**src/rtl/sensor_uart_pkg.sv**
```systemverilog
// Shared types and constants for the sensor-to-UART bridge.
// UART_PARITY_EN adds the PARITY state to the transmitter state type.
package sensor_uart_pkg;

`ifdef UART_PARITY_EN
  typedef enum logic [2:0] {IDLE, START, DATA, PARITY, STOP} tx_state_t;
`else
  typedef enum logic [2:0] {IDLE, START, DATA, STOP} tx_state_t;
`endif

  localparam logic [3:0] HDR_NIBBLE = 4'hA;
  localparam int         CH_ID_W    = 4;
  localparam int         DROP_CNT_W = 16;

endpackage

```
**src/rtl/sensor_uart_fifo.sv**
```systemverilog
// Synchronous sample FIFO with combinational read port and full/empty/level outputs.
// A push and pop together while empty passes wr_data straight through.
module sensor_uart_fifo #(
  parameter int WIDTH = 12,
  parameter int DEPTH = 16
) (
  input  logic                     clk,
  input  logic                     rst,
  input  logic                     push,
  input  logic                     pop,
  input  logic [WIDTH-1:0]         wr_data,
  output logic [WIDTH-1:0]         rd_data,
  output logic                     full,
  output logic                     empty,
  output logic [$clog2(DEPTH):0]   level
);
  localparam int AW = $clog2(DEPTH);

  logic [WIDTH-1:0] mem_q [DEPTH];
  logic [AW-1:0]    wr_ptr_q, wr_ptr_d;
  logic [AW-1:0]    rd_ptr_q, rd_ptr_d;
  logic [AW:0]      level_q, level_d;
  logic             bypass, do_push, do_pop;

  assign full    = (level_q == (AW+1)'(DEPTH));
  assign empty   = (level_q == '0);
  assign level   = level_q;
  assign rd_data = empty ? wr_data : mem_q[rd_ptr_q];

  always_comb begin
    bypass   = push && pop && empty;
    do_push  = push && (!full || pop) && !bypass;
    do_pop   = pop && !empty;
    wr_ptr_d = wr_ptr_q;
    rd_ptr_d = rd_ptr_q;
    level_d  = level_q;
    if (do_push) wr_ptr_d = wr_ptr_q + AW'(1);
    if (do_pop)  rd_ptr_d = rd_ptr_q + AW'(1);
    if (do_push && !do_pop)      level_d = level_q + (AW+1)'(1);
    else if (do_pop && !do_push) level_d = level_q - (AW+1)'(1);
  end

  always_ff @(posedge clk) begin
    if (rst) begin
      wr_ptr_q <= '0;
      rd_ptr_q <= '0;
      level_q  <= '0;
    end else begin
      wr_ptr_q <= wr_ptr_d;
      rd_ptr_q <= rd_ptr_d;
      level_q  <= level_d;
    end
  end

  always_ff @(posedge clk) begin
    if (do_push) mem_q[wr_ptr_q] <= wr_data;
  end

endmodule

```
**src/rtl/sensor_uart_bridge.sv**
```systemverilog
// Multi-channel sensor bridge: hold regs + round-robin arbiter feed a sample FIFO that a
// framed UART transmitter drains. Define UART_PARITY_EN for 8E1 frames, otherwise 8N1.
module sensor_uart_bridge
  import sensor_uart_pkg::*;
#(
  parameter int NUM_CH       = 4,
  parameter int DATA_W       = 8,
  parameter int FIFO_DEPTH   = 16,
  parameter int CLKS_PER_BIT = 868
) (
  input  logic                          clk,
  input  logic                          rst,
  input  logic [NUM_CH-1:0]             ch_valid,
  input  logic [NUM_CH*DATA_W-1:0]      ch_data,
  output logic                          uart_tx,
  output logic                          tx_busy,
  output logic [$clog2(FIFO_DEPTH):0]   fifo_level,
  output logic [DROP_CNT_W-1:0]         drop_cnt
);
  localparam int ENTRY_W = CH_ID_W + DATA_W;
  localparam int PKT_W   = 8 + DATA_W;
  localparam int NBYTES  = DATA_W / 8;
  localparam int CNT_W   = $clog2(CLKS_PER_BIT);
  localparam int IDX_W   = CH_ID_W + 1;

  logic [NUM_CH-1:0]     pending_q, pending_d;
  logic [DATA_W-1:0]     hold_q [NUM_CH];
  logic [DATA_W-1:0]     hold_d [NUM_CH];
  logic [CH_ID_W-1:0]    rr_q, rr_d;
  logic [DROP_CNT_W-1:0] drop_q, drop_d;
  logic [DROP_CNT_W:0]   drop_sum;
  logic [IDX_W-1:0]      drop_inc, cand;
  logic                  grant;
  logic [CH_ID_W-1:0]    gnt_idx;
  logic [ENTRY_W-1:0]    push_data, rd_data;
  logic                  fifo_full, fifo_empty, pop;

  tx_state_t             state_q, state_d;
  logic [CNT_W-1:0]      bit_cnt_q, bit_cnt_d;
  logic [2:0]            bit_idx_q, bit_idx_d;
  logic [2:0]            byte_idx_q, byte_idx_d;
  logic [PKT_W-1:0]      pkt_q, pkt_d;
  logic                  uart_q, uart_d, busy_q, busy_d;
  logic [7:0]            cur_byte;
  logic                  tick;

  // Round-robin: first pending channel at or after rr_q, only when the FIFO can accept.
  always_comb begin
    grant   = 1'b0;
    gnt_idx = '0;
    cand    = '0;
    for (int i = 0; i < NUM_CH; i++) begin
      cand = {1'b0, rr_q} + IDX_W'(i);
      if (cand >= IDX_W'(NUM_CH)) cand = cand - IDX_W'(NUM_CH);
      for (int k = 0; k < NUM_CH; k++) begin
        if (!grant && !fifo_full && pending_q[k] && cand == IDX_W'(k)) begin
          grant   = 1'b1;
          gnt_idx = CH_ID_W'(k);
        end
      end
    end
  end

  // The granted (old) sample is pushed before a same-cycle strobe refills the hold reg.
  always_comb begin
    push_data = '0;
    pending_d = pending_q;
    rr_d      = rr_q;
    drop_inc  = '0;
    for (int k = 0; k < NUM_CH; k++) begin
      hold_d[k] = hold_q[k];
      if (grant && gnt_idx == CH_ID_W'(k)) begin
        push_data    = {CH_ID_W'(k), hold_q[k]};
        pending_d[k] = 1'b0;
      end
      if (ch_valid[k]) begin
        hold_d[k] = ch_data[k*DATA_W +: DATA_W];
        if (pending_q[k] && !(grant && gnt_idx == CH_ID_W'(k))) drop_inc = drop_inc + IDX_W'(1);
        pending_d[k] = 1'b1;
      end
    end
    if (grant) rr_d = (gnt_idx == CH_ID_W'(NUM_CH-1)) ? '0 : gnt_idx + CH_ID_W'(1);
    drop_sum = {1'b0, drop_q} + (DROP_CNT_W+1)'(drop_inc);
    drop_d   = drop_sum[DROP_CNT_W] ? '1 : drop_sum[DROP_CNT_W-1:0];
  end

  always_ff @(posedge clk) begin
    if (rst) begin
      pending_q <= '0;
      rr_q      <= '0;
      drop_q    <= '0;
    end else begin
      pending_q <= pending_d;
      rr_q      <= rr_d;
      drop_q    <= drop_d;
    end
    hold_q <= hold_d;
  end

  sensor_uart_fifo #(
    .WIDTH (ENTRY_W),
    .DEPTH (FIFO_DEPTH)
  ) u_fifo (
    .clk     (clk),
    .rst     (rst),
    .push    (grant),
    .pop     (pop),
    .wr_data (push_data),
    .rd_data (rd_data),
    .full    (fifo_full),
    .empty   (fifo_empty),
    .level   (fifo_level)
  );

  assign cur_byte = pkt_q[PKT_W-1 -: 8];
  assign tick     = (bit_cnt_q == CNT_W'(CLKS_PER_BIT-1));

  always_comb begin
    state_d    = state_q;
    bit_cnt_d  = bit_cnt_q + CNT_W'(1);
    bit_idx_d  = bit_idx_q;
    byte_idx_d = byte_idx_q;
    pkt_d      = pkt_q;
    pop        = 1'b0;
    unique case (state_q)
      IDLE: begin
        bit_cnt_d = '0;
        if (!fifo_empty) begin
          pop        = 1'b1;
          pkt_d      = {HDR_NIBBLE, rd_data};
          byte_idx_d = '0;
          state_d    = START;
        end
      end
      START: if (tick) begin
        bit_cnt_d = '0;
        bit_idx_d = '0;
        state_d   = DATA;
      end
      DATA: if (tick) begin
        bit_cnt_d = '0;
        if (bit_idx_q == 3'd7) begin
`ifdef UART_PARITY_EN
          state_d = PARITY;
`else
          state_d = STOP;
`endif
        end else begin
          bit_idx_d = bit_idx_q + 3'd1;
        end
      end
`ifdef UART_PARITY_EN
      PARITY: if (tick) begin
        bit_cnt_d = '0;
        state_d   = STOP;
      end
`endif
      STOP: if (tick) begin
        bit_cnt_d = '0;
        if (byte_idx_q == 3'(NBYTES)) begin
          state_d = IDLE;
        end else begin
          byte_idx_d = byte_idx_q + 3'd1;
          pkt_d      = pkt_q << 8;
          state_d    = START;
        end
      end
      default: state_d = IDLE;
    endcase
  end

  // Line and busy are registered from the state, so both lag the FSM by one cycle.
  always_comb begin
    uart_d = 1'b1;
    case (state_q)
      START:  uart_d = 1'b0;
      DATA:   uart_d = cur_byte[bit_idx_q];
`ifdef UART_PARITY_EN
      PARITY: uart_d = ^cur_byte;
`endif
      default: uart_d = 1'b1;
    endcase
    busy_d = (state_q != IDLE);
  end

  always_ff @(posedge clk) begin
    if (rst) begin
      state_q    <= IDLE;
      bit_cnt_q  <= '0;
      bit_idx_q  <= '0;
      byte_idx_q <= '0;
      uart_q     <= 1'b1;
      busy_q     <= 1'b0;
    end else begin
      state_q    <= state_d;
      bit_cnt_q  <= bit_cnt_d;
      bit_idx_q  <= bit_idx_d;
      byte_idx_q <= byte_idx_d;
      uart_q     <= uart_d;
      busy_q     <= busy_d;
    end
    pkt_q <= pkt_d;
  end

  assign uart_tx  = uart_q;
  assign tx_busy  = busy_q;
  assign drop_cnt = drop_q;

endmodule
```
**config.mk**
```make
export PLATFORM = sky130hd
export DESIGN_NAME = sensor_uart_bridge
export DESIGN_NICKNAME = d
export VERILOG_FILES = /design/src/rtl/sensor_uart_pkg.sv /design/src/rtl/sensor_uart_fifo.sv /design/src/rtl/sensor_uart_bridge.sv
export SDC_FILE = /design/constraint.sdc
export NUM_CORES = 1
export LEC_CHECK = 0
export BUFFER_PORTS_ARGS = -buffer_cell sky130_fd_sc_hd__buf_2
export CAP_MARGIN = 20
export CORE_MARGIN = 3
export CORE_UTILIZATION = 55
export CTS_BUF_LIST = sky130_fd_sc_hd__clkbuf_4 sky130_fd_sc_hd__clkbuf_8 sky130_fd_sc_hd__clkbuf_16
export DETAILED_ROUTE_END_ITERATION = 16
export HOLD_SLACK_MARGIN = 0.15
export PLACE_DENSITY_LB_ADDON = 0.2
export SYNTH_ARGS = -nofsm -noshare
export SYNTH_HDL_FRONTEND = slang
export SYNTH_SLANG_ARGS = --single-unit
```
**constraint.sdc**
```tcl
create_clock -name clk -period 7.7 [get_ports clk]
set_clock_uncertainty 0.1 [all_clocks]
set_input_delay 0.77 -clock clk [delete_from_list [all_inputs] [get_ports clk]]
set_output_delay 0.77 -clock clk [all_outputs]
set_load 0.05 [all_outputs]
```
==> flow_summary.yaml, run 1 <==
grt:
  grt_max_degree: 48
  overflow: 0
  grt_first_pass_wirelength_mm: 32.8
  grt_usage_pct: 18.5
  grt_antenna_before_repair: 0
  grt_pass1_vias: 6365
floorplan:
  die_w_um: 150
  fp-row-count: 51
  core_area_um2: 19800
  die-area_um2: 22400
  ios: 61
  initial_core_util_pct: 57.1
  die_h_um: 150
yosys:
  syn_inst: 758
  avgSynthCellArea_um2: 15.0
  synth_cell_types: 62
  synth_top_flop_cell: "edfxtp_1"
  syn-cell-area_um2: 11300
  ys_seq_elements: 267
  ys_seq_area_share_pct: 65.5
  synth-edff-count: 208
  ys_warn_count: 0
  async_reset_ff_share_pct: 0
route:
  vias_per_cell: 5.70
  drtPass1Iterations: 4
  num_vias: 6311
  wirelength_mm: 20.3
  postRouteAntennaNets: 0
  drt-wirelength-per-cell_um: 18.3
  drc: 0
  initialDrtViolationCount: 441
placed_design:
  numPortBuffers: 60
  place_area_um2: 11900
  dp_hpwl_mm: 13.5
  place.gp.congestion: 0.824
  dp_slack_ns: 0.607
  place_inst: 1058
clock_tree:
  clockRootBuffer: "clkbuf_16"
  clock_path_buffers: 3
  clk_pin_slew_ns: 0.06
  clock_latency_ns: 0.53
  htree_num_levels: 1
  numCtsBuffers: 27
  cts_tree: "yes"
  cts.sinks: 267
  ctsHoldBuffers: 0
min_path:
  worstHoldEndpoint: "hold_q[31]$_DFFE_PP_"
  worstHoldStart: "ch_data[7]"
  min_delay_path_depth: 1
  hp-class: "in2reg"
timing:
  max_freq_ghz: 0.143
  setup_ws_ns: 0.703
  holdWs_ns: 0.313
  rsz0062_at_grt: "no"
  finalHoldViolCount: 0
  fin_crit_sh_pct: 90.9
  setup_viol: 0
  min_period_ns: 7.00
  max_slew_margin_pct: 30.8
  finalSetupTns_ns: 0
  maxSlewViolCount: 0
  worst_pin_slew_ns: 1.03
setup_path:
  crit_required_ns: 7.98
  crit_path_end_kind: "flip-flop"
  rr_startpoint: "rr_q[0]$_SDFFE_PP0P_"
  r2r_cells: 26
  crit_path_start_kind: "flip-flop"
  crit_path_max_fanout: 18
  crit_arrival_ns: 7.27
  reg2reg_slack_ns: 0.70
  worstSetupPathType: "reg2reg"
  worstReg2RegEnd: "drop_cnt[13]$_SDFF_PP0_"
power_and_ir_drop:
  p_leak_nw: 4.67
  ir_drop_uv: 271
  power.total_mw: 4.94
  power.density_nw_per_um2: 385
finish:
  fin_nets: 894
  fin_cells: 1107
  final_cell_area_um2: 12800
  utilization_pct: 64.5
  area_growth_syn_to_layout_pct: 13.0
  antenna_cells: 0
  drive_above_1_share_pct: 22.1
run:
  drv_cap: 0
run_status:
  outcome: "finished, final reports clean"
-- sequential cells by signal (all words and copies together), names as in the netlist, 3 cells and up, named ones only --
signal	flops
bit_cnt_q	10
bit_idx_q	3
byte_idx_q	3
drop_cnt	16
hold_q	32
pending_q	4
pkt_q	16
u_fifo.level	5
u_fifo.mem_q	160
u_fifo.rd_ptr_q	4
u_fifo.wr_ptr_q	4
-- layout by cell type (no fill, tap or decap), types with 3 or more instances in the layout --
master       n
a211o_1      4
a211oi_1    11
a21o_1       5
a21oi_1     56
a31oi_1      4
and2_1       7
and3_1      24
buf_2       60
buf_4       10
bufinv_16    4
clkbuf_16   27
clkbuf_4     4
clkinv_1     3
clkinv_2     8
dfxtp_1     58
edfxtp_1   208
ha_1        32
inv_1       34
mux2i_1      7
mux4_2      52
nand2_1     33
nand2b_1     4
nand3_1     10
nand4_1      7
nand4b_1     3
nor2_1      51
nor2b_1     13
nor3_1       5
o21ai_0     10
or2_2        6
or3_1        5
xnor2_1     11
xor2_1      17
-- cell families (layout without fill, tap and decap cells) --
kind of cell	count (synthesis)	in the layout	share of synthesized area (%)
adder cells (fa/ha/maj)	35	35	3.97
AO/OA/AOI/OAI	111	111	6.16
buffers and inverters	71	154	2.41
AND/OR/NAND/NOR	183	183	8.36
XOR/XNOR	29	29	2.37
flip-flops	267	267	65.5
other	1	2	0.0331
multiplexers	61	61	11.2
-- metal layers --
layer	vias to the layer above	GRT usage (%)	part of all wire [%]
li1	3000	-	-
met1	3115	25.2	43
met2	164	31.9	50
met3	32	2.91	5.4
met4	0	4.16	1.4
met5	-	0	0
-- cells in the mapped netlist, drive strengths merged, types with 7 or more instances --
master,count,area [um^2]
xnor2,11,96.3
nand2,33,124
xor2,17,149
or2,7,43.8
and3,24,150
a211oi,11,82.6
nand3,10,50.1
and2,7,43.8
mux4,52,1170
o21ai,13,87.6
nor2b,13,81.3
ha,32,400
dfxtp,59,1180
edfxtp,208,6250
nand4,7,43.8
buf,8,36.3
inv,35,131
a21oi,57,289
clkbuf,28,105
mux2i,7,70.1
nor2,52,195
-- report_power, final --
| group | total (mW) | switching (mW) | internal (mW) |
|---|---|---|---|
| Clock | 1.31 | 0.516 | 0.790 |
| Combinational | 1.52 | 0.925 | 0.597 |
| Sequential | 2.11 | 0.0892 | 2.02 |
| Total | 4.94 | 1.53 | 3.41 |
-- how the worst max path moves through the flow --
stage,end,slack (ns),cells after the start,start
floorplan,drop_cnt[14]$_SDFF_PP0_,1.51,28,rr_q[0]$_SDFFE_PP0P_
global placement,drop_cnt[13]$_SDFF_PP0_,0.97,26,rr_q[0]$_SDFFE_PP0P_
detailed placement,drop_cnt[13]$_SDFF_PP0_,0.61,26,rr_q[0]$_SDFFE_PP0P_
CTS,drop_cnt[13]$_SDFF_PP0_,0.56,26,rr_q[0]$_SDFFE_PP0P_
global route,drop_cnt[13]$_SDFF_PP0_,0.19,26,rr_q[0]$_SDFFE_PP0P_
finish,drop_cnt[13]$_SDFF_PP0_,0.70,26,rr_q[0]$_SDFFE_PP0P_
-- critical path, cell delays in order, from the launching register on --
cell and delay [ns]:
dfxtp_1 0.57, or2_2 0.20, ha_1 0.25, nand4bb_1 0.24
a211oi_1 0.32, a221oi_1 0.13, nor2_2 0.53, inv_1 0.14
ha_1 0.36, a21o_1 0.21, nor2_1 0.10, ha_1 0.24
a21oi_1 0.24, o21ai_4 0.11, ha_1 0.30, and4_1 0.23
or2_2 0.30, ha_1 0.26, a211o_1 0.24, o31ai_1 0.11
fa_1 0.28, nor2b_1 0.06, o21a_1 0.19, o2111ai_1 0.82
nand2_1 0.11, mux2i_1 0.15, nor2_1 0.05
-- timing repair --
item                       in CTS  in global routing
gates resized for setup         0                  1
setup buffers                   0                  0
setup endpoints to repair       0                  1
-- layout make-up --
cell class | count | area [um^2]
clock buffer | 31 | 706
clock inverter | 18 | 193
fill | 1390 | 7040
inverter | 35 | 131
multi-input combinational | 421 | 3640
sequential | 267 | 7430
tap | 265 | 332
timing repair buffer | 70 | 375
Power figures use the tool's default switching activity.
==> run 2: changes to the inputs <==
- MAX_ROUTING_LAYER: default -> met4
==> flow_summary.yaml, run 2 (synthesized netlist as in run 1, its figures left out) <==
grt:
  grt_first_pass_wirelength_mm: 32.8
  grt_max_degree: 48
  overflow: 0
  grt_pass1_vias: 6363
  grt_antenna_before_repair: 0
  grt_usage_pct: 19.1
floorplan:
  core_area_um2: 19800
  ios: 61
  fp-row-count: 51
  die-area_um2: 22400
  die_w_um: 150
  initial_core_util_pct: 57.1
  die_h_um: 150
timing:
  finalSetupTns_ns: 0
  min_period_ns: 7.02
  finalHoldViolCount: 0
  max_freq_ghz: 0.142
  max_slew_margin_pct: 30.8
  setup_viol: 0
  worst_pin_slew_ns: 1.03
  fin_crit_sh_pct: 91.2
  maxSlewViolCount: 0
  rsz0062_at_grt: "no"
setup_path:
  critPathBufInv: 1
  crit_family: "compound AO/OA/AOI/OAI gates"
  r2r_cells: 26
  crit_required_ns: 7.98
  critPathSlowestCell: "o2111ai_1"
  crit_path_max_fanout: 18
  cpPeakStageDelay_ns: 0.82
  critPathLaunch: "rr_q[0]$_SDFFE_PP0P_"
  crit_arrival_ns: 7.30
  crit_path_start_kind: "flip-flop"
  reg2reg_slack_ns: 0.68
  crit_path_end_kind: "flip-flop"
  crit_top_cell: "ha_1"
  crit_end: "drop_cnt[13]$_SDFF_PP0_"
  cp.depth: 26
  rr_startpoint: "rr_q[0]$_SDFFE_PP0P_"
  worstSetupPathType: "reg2reg"
  worstReg2RegEnd: "drop_cnt[13]$_SDFF_PP0_"
run_status:
  outcome: "finished, final reports clean"
route:
  drc: 0
  vias_per_cell: 5.69
  initialDrtViolationCount: 497
  num_vias: 6295
  drt-wirelength-per-cell_um: 18.4
  postRouteAntennaNets: 0
  drtPass1Iterations: 4
  wirelength_mm: 20.3
power_and_ir_drop:
  power_frac_clock_pct: 26.4
  power.density_nw_per_um2: 386
  p_seq_share_pct: 42.7
  p_leak_nw: 4.67
  power.total_mw: 4.94
  power.internal_mw: 3.41
  p_sw_share_pct: 31.0
  power.switching_mw: 1.53
  ir_drop_uv: 271
  power_frac_comb_pct: 30.9
placed_design:
  place.gp.congestion: 0.836
  place_area_um2: 11900
  dp_hpwl_mm: 13.5
  numPortBuffers: 60
clock_tree:
  cts_tree: "yes"
  ctsHoldBuffers: 0
  clock_path_buffers: 3
  htree_num_levels: 1
  clock_latency_ns: 0.53
  cts.sinks: 267
  clk_pin_slew_ns: 0.06
  cts_setup_buffers: 0
  numCtsBuffers: 27
  clockRootBuffer: "clkbuf_16"
finish:
  utilization_pct: 64.5
  final_cell_area_um2: 12800
  layout_common_cells: "edfxtp_1, buf_2, dfxtp_1"
  drive_above_1_share_pct: 22.1
  regMostFlops: "u_fifo.mem_q"
  area_growth_syn_to_layout_pct: 13.0
  antenna_cells: 0
  largest_reg_flops: 160
  final_common_cell: "edfxtp_1"
  largestRegisters: "u_fifo.mem_q: 160 flops, hold_q: 32 flops"
  fin_nets: 894
min_path:
  hp-class: "in2reg"
  min_delay_path_depth: 1
run:
  drv_cap: 0
[run 2: cell counts in the layout (fill, tap and decap cells not counted)]
Identical to the previous run, type by type.
[run 2: through the flow]
step | cells | hold slack (ns) | worst slack (ns)
2_1_floorplan | 759 | 0.330 | 1.51
6_report | 1107 | 0.309 | 0.680
3_3_place_gp | 1058 | 0.343 | 0.971
4_1_cts | 1107 | 0.292 | 0.556
5_1_grt | 1107 | 0.292 | 0.184
3_5_place_dp | 1058 | 0.354 | 0.607
[run 2: final cells by class]
type / instances / area (um^2)
timing repair buffer: 70 / 375
sequential: 267 / 7430
inverter: 35 / 131
clock buffer: 31 / 706
clock inverter: 18 / 193
fill: 1390 / 7040
multi-input combinational: 421 / 3640
tap: 265 / 332
[run 2: worst register-to-register path: cells and delay by family (launching register included)]
| kind | cells | cell delay, ns |
|---|---|---|
| multiplexers | 1 | 0.15 |
| adder cells (fa/ha/maj) | 6 | 1.70 |
| flip-flops | 1 | 0.57 |
| AO/OA/AOI/OAI | 9 | 2.39 |
| buffers and inverters | 1 | 0.14 |
| AND/OR/NAND/NOR | 9 | 1.81 |
[run 2: power by group through the flow]
stage	clock, mW	sequential (mW)	combinational, mW
final	1.31	2.11	1.52
after global routing	1.40	2.13	1.69
after CTS	1.34	2.11	1.54
after detailed placement	0	2.14	1.53
after global placement	0	2.13	1.46
after floorplan	0	2.17	1.07
[run 2: layer usage]
layer | routed length (um) | up-vias | share of wire [%] | track usage, %
met5 | 0 | - | 0 | -
met4 | 300 | 0 | 1.5 | 4.16
met3 | 1040 | 28 | 5.1 | 2.91
met2 | 10200 | 171 | 50 | 31.9
met1 | 8790 | 3099 | 43 | 25.3
li1 | - | 2997 | - | -
[run 2: worst min path at each step]
stage | start | to | slack, ns
2_1_floorplan | bit_cnt_q[0]$_SDFF_PP0_ | bit_cnt_q[0]$_SDFF_PP0_ | 0.33
3_3_place_gp | bit_cnt_q[0]$_SDFF_PP0_ | bit_cnt_q[0]$_SDFF_PP0_ | 0.34
3_5_place_dp | bit_cnt_q[0]$_SDFF_PP0_ | bit_cnt_q[0]$_SDFF_PP0_ | 0.35
4_1_cts | ch_data[7] | hold_q[31]$_DFFE_PP_ | 0.29
5_1_grt | ch_data[28] | hold_q[4]$_DFFE_PP_ | 0.29
6_report | ch_data[7] | hold_q[31]$_DFFE_PP_ | 0.31
[run 2: timing repair]
action	CTS	global route
hold endpoints to repair	0	0
gates resized for setup	0	1
setup endpoints to repair	0	1
==> run 3: changes to the inputs <==
- CORE_UTILIZATION: 55 -> 42
- SYNTH_HIERARCHICAL: default -> 1
- clock period: 7.7 -> 7.41 ns (I/O delays scaled with it)
==> flow_summary.yaml, run 3 <==
setup_path:
  crit_path_start_kind: "flip-flop"
  crit_required_ns: 7.69
  cpPeakStageDelay_ns: 0.72
  crit_path_max_fanout: 12
  crit_arrival_ns: 7.22
  rr_startpoint: "u_fifo/level[0]$_SDFFE_PP0P_"
  crit_top_cell: "ha_1"
  worstReg2RegEnd: "drop_cnt[9]$_SDFF_PP0_"
  worstSetupPathType: "reg2reg"
  crit_path_end_kind: "flip-flop"
  path_cells: "or4_1, nor2_2, nor2_1, o21ai_0, nand3_1, o221a_2, o22ai_1, ha_1, o21ai_0, and2_1, ha_1, a22o_2, ha_1, mux2_4, ha_1, mux2_4, ha_1, a21o_1, a21o_1, a21oi_1, nor3b_1, xnor2_1, a21oi_1"
  r2r_cells: 23
  critPathLaunch: "u_fifo/level[0]$_SDFFE_PP0P_"
  crit_end: "drop_cnt[9]$_SDFF_PP0_"
  critPathSlowestCell: "or4_1"
  reg2reg_slack_ns: 0.47
yosys:
  ys_seq_elements: 299
  synth_most_common_cell: "edfxtp_1"
  ys_warn_count: 6
  synth_commonest_cells: "edfxtp_1, nor2_1, dfxtp_1, mux4_2, nand2_1"
  synth_cell_types: 63
  synthTopCellsByArea: "edfxtp_1, dfxtp_1, mux4_2, ha_1, mux2i_1"
  async_reset_ff_share_pct: 0
  syn-cell-area_um2: 12800
  syn_inst: 838
  synth_top_cell_by_area: "edfxtp_1"
  ys_seq_area_share_pct: 65.4
  avgSynthCellArea_um2: 15.3
  synth-edff-count: 240
  synth_top_flop_cell: "edfxtp_1"
  synth_top_area_share_pct: 56.2
grt:
  grt_pass1_vias: 7344
  grt_usage_pct: 16.1
  grt_antenna_before_repair: 0
  grt_first_pass_wirelength_mm: 40.7
  grt_max_degree: 49
  overflow: 0
timing:
  worst_pin_slew_ns: 0.895
  finalHoldViolCount: 0
  finalSetupTns_ns: 0
  maxSlewViolCount: 0
  max_freq_ghz: 0.144
  fin_crit_sh_pct: 93.6
  rsz0062_at_grt: "no"
  max_slew_margin_pct: 40.3
  min_period_ns: 6.94
  setup_viol: 0
run_status:
  outcome: "finished, final reports clean"
route:
  num_vias: 7075
  drtPass1Iterations: 5
  wirelength_mm: 25.2
  postRouteAntennaNets: 0
  drc: 0
  drt-wirelength-per-cell_um: 18.3
  vias_per_cell: 5.15
  initialDrtViolationCount: 514
floorplan:
  core_area_um2: 29900
  ios: 61
  initial_core_util_pct: 42.9
  die_w_um: 181
  die-area_um2: 32700
  fp-row-count: 63
  die_h_um: 181
finish:
  largest_reg_flops: 192
  area_growth_syn_to_layout_pct: 16.4
  drive_above_1_share_pct: 25.1
  fill_cells: 2452
  antenna_cells: 0
  final_common_cell: "edfxtp_1"
  fin_nets: 1031
  fin_cells: 1374
  largestRegisters: "u_fifo/mem_q: 192 flops, hold_q: 32 flops"
  layout_common_cells: "edfxtp_1, nor2_1, buf_2"
  final_cell_area_um2: 14900
  regMostFlops: "u_fifo/mem_q"
power_and_ir_drop:
  power.total_mw: 5.82
  p_leak_nw: 5.25
  ir_drop_uv: 216
  power.density_nw_per_um2: 390
clock_tree:
  cts_setup_buffers: 0
  clock_latency_ns: 0.54
  clk_pin_slew_ns: 0.06
  cts_tree: "yes"
  htree_num_levels: 1
  numCtsBuffers: 31
  clock_path_buffers: 3
  cts.sinks: 299
  clockRootBuffer: "clkbuf_16"
min_path:
  hp-class: "in2reg"
placed_design:
  dp_hpwl_mm: 16.2
  place_area_um2: 13800
  place_inst: 1313
  numPortBuffers: 60
  place.gp.congestion: 0.787
run:
  drv_cap: 0
[run 3: cell count changes after synthesis, sizes merged, moves of 13 or more]
cell	change
edfxtp	+32
mux2i	+27
nor2	+25
a21oi	-23
and3	-21
mux2	+20
inv	-13
[run 3: logic make-up (layout without fill, tap and decap cells)]
| group | Yosys count | in the layout | share of synthesized area, % |
|---|---|---|---|
| flip-flops | 299 | 299 | 65.4 |
| AND/OR/NAND/NOR | 196 | 196 | 7.35 |
| adder cells (fa/ha/maj) | 33 | 33 | 3.34 |
| XOR/XNOR | 32 | 32 | 2.30 |
| other | 2 | 36 | 0.0585 |
| multiplexers | 106 | 106 | 13.5 |
| buffers and inverters | 59 | 171 | 2.39 |
| AO/OA/AOI/OAI | 111 | 111 | 5.72 |
[run 3: per-layer routing]
layer / wire length [um] / GRT usage (%)
met5: 0 / -
met4: 369 / 3.47
met3: 1100 / 2.09
met2: 12200 / 26.0
met1: 11600 / 22.0
[run 3: final cells by class]
cell class,instances,area [um^2],area share (%)
clock buffers,38,865,5.79
clock inverters,19,215,1.44
repair buffers,91,554,3.71
inverters,23,86.3,0.578
well taps,390,488,3.27
multi-input cells,514,4330,29.0
flip-flops and latches,299,8390,56.2
[run 3: metrics by stage]
step / utilization, % / hold WS, ns / worst slack [ns]
global route: 50.0 / 0.240 / 0.00202
global placement: 46.1 / 0.346 / 0.589
detailed placement: 46.2 / 0.353 / 0.434
CTS: 49.8 / 0.236 / 0.375
finish: 50.0 / 0.270 / 0.473
floorplan: - / 0.330 / 0.826
[run 3: worst min path at each step]
stage / from / endpoint / depth (start not counted)
floorplan: bit_cnt_q[0]$_SDFF_PP0_ / bit_cnt_q[0]$_SDFF_PP0_ / 1
global placement: bit_cnt_q[0]$_SDFF_PP0_ / bit_cnt_q[0]$_SDFF_PP0_ / 1
detailed placement: bit_cnt_q[0]$_SDFF_PP0_ / bit_cnt_q[0]$_SDFF_PP0_ / 1
CTS: ch_data[29] / hold_q[5]$_DFFE_PP_ / 1
global route: ch_data[31] / hold_q[7]$_DFFE_PP_ / 1
finish: ch_data[29] / hold_q[5]$_DFFE_PP_ / 1
[run 3: report_power, final]
group	internal [mW]	switching (mW)	leakage [nW]	total [mW]
Combinational	0.729	1.12	2.01	1.85
Sequential	2.29	0.0863	2.71	2.37
Clock	0.971	0.624	0.534	1.60
Total	3.99	1.83	5.25	5.82
[run 3: what timing repair did]
item | CTS | global route
resized for setup | 0 | 1
hold buffers | 0 | 0
setup endpoints to repair | 0 | 11
[run 3: critical path, delay by kind of cell (launching register included)]
kind | cells | cell delay [ns]
AOI/OAI and AO/OA | 9 | 2.17
adders and majority gates | 5 | 1.58
muxes | 2 | 0.56
and+or+nand+nor | 6 | 1.83
DFF | 1 | 0.36
xor gates and xnor gates | 1 | 0.16
